--- src/rtl/ps2_pkg.sv ---
// Shared types and constants for the PS/2 host-to-device transmitter.
package ps2_pkg;

  typedef enum logic [2:0] {
    IDLE,
    INHIBIT,
    REQ,
    SEND,
    WAIT_IDLE,
    DONE,
    ERR
  } state_e;

  localparam int         FRAME_BITS = 11;
  localparam logic [3:0] PARITY_BIT = 4'd8;
  localparam logic [3:0] STOP_BIT   = 4'd9;
  localparam logic [3:0] ACK_BIT    = 4'd10;

  localparam logic [7:0] CMD_RESET   = 8'hFF;
  localparam logic [7:0] CMD_SET_LED = 8'hED;
  localparam logic [7:0] CMD_ENABLE  = 8'hF4;

endpackage

--- src/rtl/ps2_sync_edge.sv ---
// Two-flop synchronizer for a raw PS/2 pin with a registered falling-edge flag.
module ps2_sync_edge (
  input  logic clk,
  input  logic rst,
  input  logic din_i,
  output logic sync_o,
  output logic fall_o
);

  logic meta_q, sync_q, prev_q, fall_q;

  // Idle PS/2 lines float high, so reset to 1 to avoid a false edge.
  always_ff @(posedge clk) begin
    if (rst) begin
      meta_q <= 1'b1;
      sync_q <= 1'b1;
      prev_q <= 1'b1;
      fall_q <= 1'b0;
    end else begin
      meta_q <= din_i;
      sync_q <= meta_q;
      prev_q <= sync_q;
      fall_q <= prev_q & ~sync_q;
    end
  end

  assign sync_o = sync_q;
  assign fall_o = fall_q;

endmodule

--- src/rtl/ps2_host_tx.sv ---
// PS/2 host-to-device command transmitter: inhibits the clock, requests to send,
// shifts out an 11-bit frame on device clock falls and checks the device ACK.
module ps2_host_tx
  import ps2_pkg::*;
#(
  parameter int INHIBIT_CYCLES = 12000,
  parameter int SETUP_CYCLES   = 100,
  parameter int TIMEOUT_CYCLES = 2000000
) (
  input  logic       clk,
  input  logic       rst,
  input  logic       tx_valid,
  input  logic [7:0] tx_data,
  output logic       tx_ready,
  output logic       tx_done,
  output logic       tx_err,
  output logic       busy,
  input  logic       ps2_clk_in,
  input  logic       ps2_data_in,
  output logic       ps2_clk_oe,
  output logic       ps2_data_oe
);

  localparam int CNT_MAX = (INHIBIT_CYCLES > SETUP_CYCLES) ? INHIBIT_CYCLES : SETUP_CYCLES;
  localparam int CNT_W   = $clog2(CNT_MAX + 1);
  localparam int TMO_W   = $clog2(TIMEOUT_CYCLES + 1);
  localparam logic [CNT_W-1:0] INHIBIT_LAST = CNT_W'(INHIBIT_CYCLES - 1);
  localparam logic [CNT_W-1:0] SETUP_LAST   = CNT_W'(SETUP_CYCLES - 1);
  localparam logic [TMO_W-1:0] TMO_LAST     = TMO_W'(TIMEOUT_CYCLES - 1);

  state_e           state_q, state_d;
  logic [CNT_W-1:0] cnt_q, cnt_d;
  logic [TMO_W-1:0] tmo_q, tmo_d;
  logic [3:0]       bit_cnt_q, bit_cnt_d;
  logic [7:0]       data_q, data_d;
  logic             parity_q, parity_d;
  logic             clk_oe_q, clk_oe_d;
  logic             data_oe_q, data_oe_d;
  logic             done_q, done_d;
  logic             err_q, err_d;

  logic clk_s, clk_fall, data_s, data_fall_unused;
  logic accept;

  ps2_sync_edge u_clk_sync (
    .clk    (clk),
    .rst    (rst),
    .din_i  (ps2_clk_in),
    .sync_o (clk_s),
    .fall_o (clk_fall)
  );

  ps2_sync_edge u_data_sync (
    .clk    (clk),
    .rst    (rst),
    .din_i  (ps2_data_in),
    .sync_o (data_s),
    .fall_o (data_fall_unused)
  );

  assign tx_ready = (state_q == IDLE);
  assign busy     = ~tx_ready;
  assign accept   = tx_valid && tx_ready;

  always_ff @(posedge clk) begin
    if (rst) begin
      state_q   <= IDLE;
      cnt_q     <= '0;
      tmo_q     <= '0;
      bit_cnt_q <= '0;
      data_q    <= '0;
      parity_q  <= 1'b0;
      clk_oe_q  <= 1'b0;
      data_oe_q <= 1'b0;
      done_q    <= 1'b0;
      err_q     <= 1'b0;
    end else begin
      state_q   <= state_d;
      cnt_q     <= cnt_d;
      tmo_q     <= tmo_d;
      bit_cnt_q <= bit_cnt_d;
      data_q    <= data_d;
      parity_q  <= parity_d;
      clk_oe_q  <= clk_oe_d;
      data_oe_q <= data_oe_d;
      done_q    <= done_d;
      err_q     <= err_d;
    end
  end

  always_comb begin
    state_d   = state_q;
    cnt_d     = cnt_q;
    tmo_d     = tmo_q;
    bit_cnt_d = bit_cnt_q;
    data_d    = data_q;
    parity_d  = parity_q;
    case (state_q)
      IDLE: begin
        if (accept) begin
          state_d  = INHIBIT;
          cnt_d    = '0;
          data_d   = tx_data;
          parity_d = ~^tx_data;
        end
      end
      INHIBIT: begin
        if (cnt_q == INHIBIT_LAST) begin
          state_d = REQ;
          cnt_d   = '0;
        end else begin
          cnt_d = cnt_q + CNT_W'(1);
        end
      end
      REQ: begin
        if (cnt_q == SETUP_LAST) begin
          state_d   = SEND;
          cnt_d     = '0;
          bit_cnt_d = '0;
          tmo_d     = '0;
        end else begin
          cnt_d = cnt_q + CNT_W'(1);
        end
      end
      SEND: begin
        tmo_d = tmo_q + TMO_W'(1);
        // Timeout wins over a fall landing in the same cycle.
        if (tmo_q == TMO_LAST) begin
          state_d = ERR;
        end else if (clk_fall) begin
          bit_cnt_d = bit_cnt_q + 4'd1;
          if (bit_cnt_q == ACK_BIT) begin
            state_d = data_s ? ERR : WAIT_IDLE;
          end
        end
      end
      WAIT_IDLE: begin
        tmo_d = tmo_q + TMO_W'(1);
        if (tmo_q == TMO_LAST) begin
          state_d = ERR;
        end else if (clk_s && data_s) begin
          state_d = DONE;
        end
      end
      DONE:    state_d = IDLE;
      ERR:     state_d = IDLE;
      default: state_d = IDLE;
    endcase
  end

  // Registered outputs are decoded from the next state so they track state_q exactly.
  always_comb begin
    clk_oe_d  = (state_d == INHIBIT) || (state_d == REQ);
    done_d    = (state_d == DONE);
    err_d     = (state_d == ERR);
    data_oe_d = 1'b0;
    case (state_d)
      REQ: data_oe_d = 1'b1;
      SEND: begin
        if (state_q == REQ) begin
          data_oe_d = 1'b1;
        end else if (clk_fall) begin
          if (bit_cnt_q < PARITY_BIT) begin
            data_oe_d = ~data_q[bit_cnt_q[2:0]];
          end else if (bit_cnt_q == PARITY_BIT) begin
            data_oe_d = ~parity_q;
          end else begin
            data_oe_d = 1'b0;
          end
        end else begin
          data_oe_d = data_oe_q;
        end
      end
      default: data_oe_d = 1'b0;
    endcase
  end

  assign ps2_clk_oe  = clk_oe_q;
  assign ps2_data_oe = data_oe_q;
  assign tx_done     = done_q;
  assign tx_err      = err_q;

endmodule
--- config.mk ---
export PLATFORM = sky130hd
export DESIGN_NAME = ps2_host_tx
export DESIGN_NICKNAME = d
export VERILOG_FILES = /design/src/rtl/ps2_pkg.sv /design/src/rtl/ps2_sync_edge.sv /design/src/rtl/ps2_host_tx.sv
export SDC_FILE = /design/constraint.sdc
export NUM_CORES = 1
export LEC_CHECK = 0
export ABC_AREA = 1
export BUFFER_PORTS_ARGS = -buffer_cell sky130_fd_sc_hd__buf_2
export CAP_MARGIN = 20
export CORE_MARGIN = 1
export CORE_UTILIZATION = 40
export CTS_CLUSTER_DIAMETER = 80
export DETAILED_ROUTE_END_ITERATION = 6
export PLACE_DENSITY = 0.55
export SLEW_MARGIN = 20
export SYNTH_ARGS = -nofsm -noshare
export SYNTH_HDL_FRONTEND = slang
export SYNTH_SLANG_ARGS = --single-unit
--- constraint.sdc ---
create_clock -name clk -period 1.7 [get_ports clk]
set_input_delay 0.34 -clock clk [delete_from_list [all_inputs] [get_ports clk]]
set_output_delay 0.34 -clock clk [all_outputs]
set_load 0.02 [all_outputs]
==> impl_metrics.tcl <==
set metrics [dict create \
    status "finished, final reports clean" \
    rsz0062_at_grt "true" \
    drt-pass1-iter-count 4 \
    grt_use_total_pct 20.50 \
    groute.layer.met1.usage_pct 25.72 \
    synth-seq-cells 61 \
    synthFlopType "sky130_fd_sc_hd__dfxtp_1" \
    htree_num_levels 3 \
    drt_first_iter_violations 134 \
    use_met3_pct 3.560 \
    core-area_mm2 0.008217 \
    critical_path.max_fanout 10 \
    die_x_um 94.07 \
    first_pass_grt_wire_length_um 14010 \
    worst-slew-pin-transition_ns 0.3593 \
    critPathRequiredTime_ns 1.93 \
    post_synth_inst_count 514 \
    synth_commonest_cells "116 x sky130_fd_sc_hd__nand2_1, 69 x sky130_fd_sc_hd__inv_1, 61 x sky130_fd_sc_hd__dfxtp_1, 59 x sky130_fd_sc_hd__nor2_1, 48 x sky130_fd_sc_hd__nand3_1" \
    finalMaxSlewViolations 0 \
    drcViolationCount 0 \
    floorplan.initialDensity_pct 41.27 \
    final_critical_path_setup_slack_ns 0.1257 \
    clock_path_buffers 2 \
    synth_top_area_share_pct 36.01 \
    tmin_final_ns 1.574 \
    synth_fp_nets 532 \
    grt_start_max_net_pins 29 \
    most_used_layer_global_route "met2" \
    timing_worst_setup_path_type "flip-flop to flip-flop" \
    row_count 33 \
    antenna_found_initial 0 \
    detail_route.wirelength_um 8443 \
    clock_tree_from_tritoncts "built" \
    postCtsSetupBuffers 0 \
    hold_class "primary input to flip-flop" \
    synth_enable_flop_cells 0 \
    yosysTopAreaCell "sky130_fd_sc_hd__dfxtp_1" \
    total_power_w 0.003036 \
    post-dp-hpwl_um 6335 \
    grt.met2_usage_pct 34.43 \
    clock_sink_count 61 \
    detail_route.wl_per_cell_um 12.62 \
    ys_top_cells_by_area "sky130_fd_sc_hd__dfxtp_1 36%, sky130_fd_sc_hd__nand2_1 13%, sky130_fd_sc_hd__inv_1 7.6%, sky130_fd_sc_hd__nand3_1 7.1%, sky130_fd_sc_hd__nor2_1 6.5%" \
    dieHeight_um 94.07 \
    nNetsFinal 577 \
    cap_violations 0 \
    start_kind "flip-flop" \
    synth-warning-count 0 \
    top_level_ports 19 \
    static-leakage-power_nw 1.736 \
    clkLatencyLatePin_ns 0.35 \
    slew_headroom_pct 76.02 \
    first_global_vias 3101 \
    place_congestion 0.8723 \
    post_cts_resize_count 0 \
    syn_area_mm2 0.003391 \
    vdd.ir_drop.worst_mv 0.5448 \
    hold_viol_final 0 \
    synth-seq-area-share_pct 36.01 \
    layout-drive-gt1-share_pct 20.57 \
    tritoncts.num_buffers 9 \
    avgSynthCellArea_um2 6.597 \
    die_area_mm2 0.008849 \
    io_buffer_count 18 \
    routed-via-count 3301 \
    detail-route-antenna-nets 0 \
    preCtsSetupSlack_ns 0.03322 \
    gr-total-overflow 0 \
    cts_hold_buf 0 \
    distinct_cells_synth 33 \
    timing.clock.skew_ns 0.01026 \
    clk_pin_slew_worst_paths_ns 0.07 \
    setup.worst_path.end_class "flip-flop" \
    cts_root_buf "sky130_fd_sc_hd__clkbuf_8" \
    flow.area_growth_from_synthesis_pct 19.48 \
    max_freq_ghz 0.6352 \
    most_repeated_cell_in_the_gate_level_netlist_after_synthesis "sky130_fd_sc_hd__nand2_1" \
    power.density_cell_area_mw_per_mm2 749.3 \
    post-route-period-util_pct 92.60 \
    cp.arrival_ns 1.81 \
    postSynth.asyncResetShare_pct 0 \
    setup_viol 0 \
    antennaDiodeCount 0 \
    route.detailed.vias_per_inst 4.934 \
]
[state kept, by name (all words and copies together), names as in the netlist]
register and cells:
u_clk_sync.fall_o 1, ps2_data_oe 1, u_clk_sync.meta_q 1, parity_q 1, u_data_sync.meta_q 1, u_clk_sync.sync_o 1, cnt_q 14, bit_cnt_q 4
tx_done 1, tmo_q 21, ps2_clk_oe 1, state_q 3, u_clk_sync.prev_q 1, u_data_sync.sync_o 1, tx_err 1, data_q 8
[cell families after synthesis]
| group | Yosys count | share of synthesized area, % |
|---|---|---|
| AND/OR/NAND/NOR | 280 | 37.12 |
| buffers and inverters | 84 | 10.04 |
| AO/OA/AOI/OAI | 69 | 11.11 |
| flip-flops | 61 | 36.01 |
| XOR/XNOR | 15 | 3.875 |
| adder cells (fa/ha/maj) | 5 | 1.845 |
[metal layers]
metal / wire [µm] / part of all wire [%]
met5: 0 / 0
met4: 154 / 1.8
met3: 272 / 3.2
met2: 3927 / 47
met1: 4089 / 48
[power by group]
| part | internal (W) | switching [W] |
|---|---|---|
| logic | 0.0000946 | 0.000143 |
| registers | 0.00146 | 0.0000151 |
| clock network | 0.000684 | 0.000641 |
| total | 0.00224 | 0.000799 |
[worst max-delay path, cell delays in order, from the launching register on]
cell and delay (ns):
sky130_fd_sc_hd__dfxtp_2 0.36, sky130_fd_sc_hd__ha_4 0.15, sky130_fd_sc_hd__inv_1 0.05, sky130_fd_sc_hd__nor2_1 0.08
sky130_fd_sc_hd__nand2_1 0.06, sky130_fd_sc_hd__nor2_1 0.11, sky130_fd_sc_hd__nand2_1 0.09, sky130_fd_sc_hd__nand2_2 0.09
sky130_fd_sc_hd__o21ai_2 0.08, sky130_fd_sc_hd__buf_4 0.18, sky130_fd_sc_hd__nor3_1 0.14, sky130_fd_sc_hd__nor3_1 0.07
[per-stage QoR]
| step | hold WS, ns | util, % | instances | setup TNS (ns) | cell area [µm²] |
|---|---|---|---|---|---|
| finish | 0.1729 | 49.31 | 669 | 0 | 4051 |
| floorplan | 0.3895 | - | 514 | 0 | 3391 |
| global placement | 0.3966 | 45.58 | 653 | 0 | 3745 |
| CTS | 0.1579 | 47.98 | 669 | 0 | 3943 |
| global route | 0.1632 | 49.31 | 669 | -0.01936 | 4051 |
| detailed placement | 0.3991 | 45.58 | 653 | 0 | 3745 |
[worst paths after layout]
check | from | endpoint | slack (ns) | depth (start not counted)
setup / recovery | cnt_q[1]$_SDFFE_PP0P_ | tmo_q[7]$_SDFFE_PP0P_ | 0.13 | 11
setup reg to reg | cnt_q[1]$_SDFFE_PP0P_ | tmo_q[7]$_SDFFE_PP0P_ | 0.13 | 11
hold reg to reg | u_data_sync.meta_q$_SDFF_PP1_ | u_data_sync.sync_o$_SDFF_PP1_ | 0.41 | 1
hold / removal | ps2_clk_in | u_clk_sync.meta_q$_SDFF_PP1_ | 0.17 | 2
[cells in the final DEF, fill, tap and decap left out, types with 2 or more instances in the layout]
master | netlist | layout
sky130_fd_sc_hd__nand2_2 | 4 | 7
sky130_fd_sc_hd__nor2_4 | 0 | 3
sky130_fd_sc_hd__or2_2 | 8 | 8
sky130_fd_sc_hd__nor2_1 | 59 | 56
sky130_fd_sc_hd__ha_1 | 5 | 3
sky130_fd_sc_hd__inv_6 | 0 | 2
sky130_fd_sc_hd__inv_1 | 69 | 67
sky130_fd_sc_hd__dfxtp_2 | 0 | 8
sky130_fd_sc_hd__clkinv_2 | 0 | 2
sky130_fd_sc_hd__nor3_2 | 3 | 5
sky130_fd_sc_hd__a21oi_1 | 39 | 39
sky130_fd_sc_hd__nand3_2 | 1 | 5
sky130_fd_sc_hd__dfxtp_1 | 61 | 53
sky130_fd_sc_hd__clkbuf_8 | 0 | 9
sky130_fd_sc_hd__nand4_1 | 10 | 10
sky130_fd_sc_hd__o21ai_1 | 1 | 3
sky130_fd_sc_hd__nor2_2 | 3 | 3
sky130_fd_sc_hd__xnor2_1 | 7 | 7
sky130_fd_sc_hd__o21ai_2 | 2 | 2
sky130_fd_sc_hd__nand2_1 | 116 | 113
sky130_fd_sc_hd__o211ai_1 | 4 | 4
sky130_fd_sc_hd__xor2_1 | 8 | 8
sky130_fd_sc_hd__o21ai_0 | 18 | 15
sky130_fd_sc_hd__nor3_1 | 23 | 21
sky130_fd_sc_hd__buf_4 | 0 | 26
sky130_fd_sc_hd__inv_2 | 5 | 7
sky130_fd_sc_hd__nand3b_1 | 2 | 2
sky130_fd_sc_hd__buf_2 | 2 | 18
sky130_fd_sc_hd__nand3_1 | 48 | 43
[cell type report]
class / instances / area [µm²]
Sequential cell: 61 / 1231
Multi-Input combinational cell: 369 / 1928
Tap cell: 105 / 131.4
Fill cell: 857 / 4165
Clock inverter: 7 / 73.82
Inverter: 74 / 277.8
Clock buffer: 9 / 123.9
Timing Repair Buffer: 44 / 285.3
Note: power is estimated with default switching activity, not from simulation.
